==> src/rtl/lcd_ctrl.sv <==
// lcd_ctrl: turns each GO toggle of the LSU LCD register into one timed HD44780 write cycle
module lcd_ctrl #(
  parameter int T_AS   = 2,
  parameter int T_PW   = 25,
  parameter int T_H    = 2,
  parameter int T_EXEC = 2500,
  parameter int T_CLR  = 82000,
  parameter int CNT_W  = 17
) (
  input  logic        clk_i,
  input  logic        rst_ni,
  input  logic [31:0] io_lcd_i,
  output logic [7:0]  lcd_data_o,
  output logic        lcd_rs_o,
  output logic        lcd_rw_o,
  output logic        lcd_en_o,
  output logic        lcd_on_o,
  output logic        lcd_busy_o,
  output logic        lcd_done_o
);
  typedef enum logic [2:0] {IDLE, SETUP, PULSE, HOLD, WAIT} state_e;
  localparam logic [CNT_W-1:0] AS_M1   = CNT_W'(T_AS - 1);
  localparam logic [CNT_W-1:0] PW_M1   = CNT_W'(T_PW - 1);
  localparam logic [CNT_W-1:0] H_M1    = CNT_W'(T_H - 1);
  localparam logic [CNT_W-1:0] EXEC_M1 = CNT_W'(T_EXEC - 1);
  localparam logic [CNT_W-1:0] CLR_M1  = CNT_W'(T_CLR - 1);
  state_e           state_q, state_d;
  logic [CNT_W-1:0] cnt_q, cnt_d;
  logic             go_ack_q, go_ack_d;
  logic [7:0]       data_q, data_d;
  logic             rs_q, rs_d;
  logic             en_q, en_d;
  logic             busy_q, busy_d;
  logic             done_q, done_d;
  logic             on_q;
  logic             on, go, expired, is_clr;
  logic             unused_io;
  assign on        = io_lcd_i[31];
  assign go        = io_lcd_i[10];
  assign unused_io = ^{io_lcd_i[30:11], io_lcd_i[9]};
  assign expired   = cnt_q == '0;
  assign is_clr    = !rs_q && data_q != 8'd0 && data_q <= 8'd3;
  assign lcd_data_o = data_q;
  assign lcd_rs_o   = rs_q;
  assign lcd_rw_o   = 1'b0;
  assign lcd_en_o   = en_q;
  assign lcd_on_o   = on_q;
  assign lcd_busy_o = busy_q;
  assign lcd_done_o = done_q;
  // Sequencing: each phase loads its length-1 and advances when the counter hits zero; power-off aborts
  always_comb begin
    state_d  = state_q;
    cnt_d    = expired ? cnt_q : cnt_q - 1'b1;
    go_ack_d = go_ack_q;
    data_d   = data_q;
    rs_d     = rs_q;
    done_d   = 1'b0;
    case (state_q)
      IDLE: if (on && go != go_ack_q) begin
        state_d  = SETUP;
        cnt_d    = AS_M1;
        go_ack_d = go;
        data_d   = io_lcd_i[7:0];
        rs_d     = io_lcd_i[8];
      end
      SETUP: if (expired) begin
        state_d = PULSE;
        cnt_d   = PW_M1;
      end
      PULSE: if (expired) begin
        state_d = HOLD;
        cnt_d   = H_M1;
      end
      HOLD: if (expired) begin
        state_d = WAIT;
        cnt_d   = is_clr ? CLR_M1 : EXEC_M1;
      end
      WAIT: if (expired) begin
        state_d = IDLE;
        done_d  = 1'b1;
      end
      default: state_d = IDLE;
    endcase
    if (state_q != IDLE && !on) begin
      state_d  = IDLE;
      cnt_d    = '0;
      go_ack_d = go;
      done_d   = 1'b0;
    end
    en_d   = state_d == PULSE;
    busy_d = state_d != IDLE;
  end
  // State, command and output registers; outputs mirror the next state so they come straight from flops
  always_ff @(posedge clk_i or negedge rst_ni) begin
    if (!rst_ni) begin
      state_q  <= IDLE;
      cnt_q    <= '0;
      go_ack_q <= 1'b0;
      data_q   <= '0;
      rs_q     <= 1'b0;
      en_q     <= 1'b0;
      busy_q   <= 1'b0;
      done_q   <= 1'b0;
      on_q     <= 1'b0;
    end else begin
      state_q  <= state_d;
      cnt_q    <= cnt_d;
      go_ack_q <= go_ack_d;
      data_q   <= data_d;
      rs_q     <= rs_d;
      en_q     <= en_d;
      busy_q   <= busy_d;
      done_q   <= done_d;
      on_q     <= on;
    end
  end
endmodule

==> config.mk <==
export PLATFORM = sky130hd
export DESIGN_NAME = lcd_ctrl
export DESIGN_NICKNAME = d
export VERILOG_FILES = /design/src/rtl/lcd_ctrl.sv
export SDC_FILE = /design/constraint.sdc
export NUM_CORES = 1
export LEC_CHECK = 0
export CORE_MARGIN = 5
export CORE_UTILIZATION = 45
export DETAILED_ROUTE_END_ITERATION = 10
export PLACE_DENSITY = 0.72
export REMOVE_ABC_BUFFERS = 1
export SETUP_SLACK_MARGIN = 0.4
export SYNTH_ARGS = -nofsm -noshare
export SYNTH_HDL_FRONTEND = slang
export SYNTH_SLANG_ARGS = --single-unit
export TNS_END_PERCENT = 100
==> constraint.sdc <==
create_clock -name clk_i -period 3.6 [get_ports clk_i]
set_input_delay 0.72 -clock clk_i [delete_from_list [all_inputs] [get_ports clk_i]]
set_output_delay 0.72 -clock clk_i [all_outputs]
set_load 0.005 [all_outputs]
==> qor.yml <==
status:
  status: "complete, no violations"
power_and_ir_drop:
  intPower_uw: 1170
  p_leak_uw: 0.000955
  clkPwrFrac_pct: 16.8
  finalPower_uw: 1970
  peakVddDrop_mv: 0.429
  pwr_density_cell_nw_per_um2: 872
  p_switching_uw: 802
  seqPwrFrac_pct: 34.3
  share_comb_of_total_power_pct: 48.9
  swShare_pct: 40.6
worst_setup_path:
  worst-path-max-fanout: 10
  cp.buffers_inverters: 0
  cp-start-kind: "register"
  cp.required_ps: 3750
  r2r_start: "cnt_q[6]"
  r2r_slack_ps: 860
  worstReg2RegEnd: "cnt_q[14]"
  crit_slowest_cell: "nor4b_2"
  path_class: "register to register"
  crit_family: "simple AND/OR/NAND/NOR gates"
  crit_arrival_ps: 2880
  ff2ff_path_depth: 5
  cp-end-kind: "register"
  cp_slowest_stage_delay_ps: 850
  path_cells: "or4_1, nor4b_2, a31oi_1, o31ai_1, a22oi_1"
sta:
  fmax_mhz: 365
  fin_skew_ps: 10.3
  fin_ws_ps: 862
  rsz0062_at_grt: "no"
  drv_slew: 0
  slew_headroom_pct: 37.7
  fin_crit_ps: 2740
  worst_hold_slack_ps: 536
  finalHoldViolations: 0
  setup_violations: 0
  finalSetupTns_ps: 0
  max_slew.worst_pin.slew_ps: 932
  fin_crit_sh_pct: 76.0
clock_tree:
  h-tree-depth: 2
  ctsRootBufferMaster: "clkbuf_8"
  hold_buffers: 0
  clk_latency_ps: 280
  tritoncts: "done"
  clkSinkCount: 34
  cts_max_path_buffers: 2
  cts_buffers: 5
  cts_resized: 0
  cts_setup_buffers: 0
  path_clk_slew_ps: 70
synth:
  yosysSeqAreaShare_pct: 45.2
  synth_area_leaders: "dfrtp_1 (45%), mux2_2 (6.6%), xor2_1 (3.7%)"
  synthSimpleGateAreaFrac_pct: 18.5
  syn_area_per_cell_um2: 10.2
  postSynth.asyncResetShare_pct: 100
  ys.flop_type: "dfrtp_1"
  synth_cell_type_count: 49
  synthTopCellsByCount: "dfrtp_1 (34), nor2_1 (15), mux2_2 (11), a21oi_1 (9), nand3_1 (9)"
  yosys.area.top_type: "dfrtp_1"
  synth_edf_count: 0
  syn_inst: 184
  yosysTopAreaCellShare_pct: 45.2
  yosysMostFrequentCell: "dfrtp_1"
  synth-warning-count: 0
  synth_compound_area_share_pct: 16.8
  synth_xor_area_share_pct: 5.59
  synth_top_family_by_area: "simple AND/OR/NAND/NOR gates"
  synth-adder-area-share_pct: 2.66
  syn_area_um2: 1880
  ys_ff_latch: 34
  synth.mux.area_fraction_pct: 6.58
placed_design:
  pre_cts_ws_ps: 916
  place_congestion: 0.819
  dp_hpwl_um: 2850
  io_buffers: 25
drt:
  drc_errors: 0
  dr.first_iter.drc_count: 121
  ant_nets: 0
  vias_per_cell: 5.80
  wl_um: 4070
  drt_pass1_iterations: 4
  wl_per_cell_um: 15.7
  via_count: 1502
min_path:
  hold_path.class: "register to register"
  min_from: "go_ack_q"
  hold_end: "go_ack_q"
  min_path_cells: 1
die:
  die_h_um: 74.7
  die_area_um2: 5570
  die_x_um: 74.7
  io_pins: 48
  start_util_pct: 46.7
  rows: 23
  coreArea_um2: 4030
job:
  max-cap-violations: 0
final_layout:
  insertedDiodeCount: 0
  area_growth_pct: 20.3
  fillers: 375
  layout-drive-gt1-share_pct: 13.9
  nets: 246
grt:
  grt_pass1_vias: 1503
  overflow: 0
  grt_max_degree: 35
  grt_antenna_before_repair: 0
  grt_pass1_wl_um: 7100
  grtUsageTotal_pct: 16.6
-- worst max-delay path by stage --
stage / startpoint / to / slack (ps) / cells past startpoint
2_1_floorplan: cnt_q[6] / cnt_q[0] / 1130 / 9
3_3_place_gp: cnt_q[6] / cnt_q[0] / 920 / 9
3_5_place_dp: cnt_q[6] / cnt_q[0] / 920 / 9
4_1_cts: cnt_q[6] / cnt_q[0] / 900 / 9
5_1_grt: cnt_q[3] / cnt_q[2] / 750 / 5
6_report: cnt_q[6] / cnt_q[14] / 860 / 5
-- area by class of cell --
class / count / area (um2) / share of cell area [%]
timing repair buffer: 28 / 273 / 12.0
tap: 50 / 62.6 / 2.76
sequential: 34 / 851 / 37.6
multi-input combinational: 133 / 946 / 41.8
clock buffer: 8 / 110 / 4.86
inverter: 6 / 22.5 / 0.994
-- logic make-up after synthesis --
family	Yosys count
and+or+nand+nor	59
buffers and inverters	17
AOI/OAI and AO/OA	46
DFF	34
other	1
adders and majority gates	4
xor gates and xnor gates	12
muxes	11
-- sequential cells by signal, indices dropped and copies added, names as in the netlist --
name        cells
cnt_q          17
go_ack_q        1
lcd_busy_o      1
lcd_data_o      8
lcd_done_o      1
lcd_en_o        1
lcd_on_o        1
lcd_rs_o        1
state_q         3
-- power by group through the flow --
| stage | Sequential (uW) | Combinational, uW | Clock [uW] |
|---|---|---|---|
| 2_1_floorplan | 651 | 659 | 0 |
| 3_3_place_gp | 678 | 950 | 0 |
| 3_5_place_dp | 681 | 960 | 0 |
| 4_1_cts | 676 | 968 | 339 |
| 5_1_grt | 700 | 1070 | 361 |
| 6_report | 677 | 965 | 332 |
-- cells in the final DEF, fill, tap and decap left out, drive strengths merged, types with 3 or more instances in the layout --
master / n
a221oi: 3
o211ai: 3
nand2: 5
a21oi: 9
nand2b: 3
buf: 3
nor4: 3
clkbuf: 8
dfrtp: 34
xnor2: 4
a211oi: 4
nor2: 16
ha: 4
or3: 3
nor3: 9
clkdlybuf4s50: 25
inv: 6
o22ai: 4
o21ai: 7
nand4: 3
xor2: 8
mux2: 11
nand3: 9
-- worst register-to-register path, stage by stage (launching register included) --
cell and delay [ps]:
dfrtp_1 390, or4_1 650, nor4b_2 850, a31oi_1 200, o31ai_1 350, a22oi_1 140
-- per-stage QoR --
stage | utilization (%) | instances | instance area [um2]
finish | 56.2 | 259 | 2260
global route | 56.2 | 259 | 2260
CTS | 56.2 | 259 | 2260
detailed placement | 53.5 | 251 | 2150
global placement | 53.5 | 251 | 2150
floorplan | - | 173 | 1820
-- routing by layer --
metal	share of wire, %	GRT usage (%)	wire [um]
met1	45	21.7	1850
met2	45	26.6	1850
met3	7.5	4.54	307
met4	1.6	5.93	64
met5	0	0	0
No activity file was read; power rests on OpenSTA's default activity.
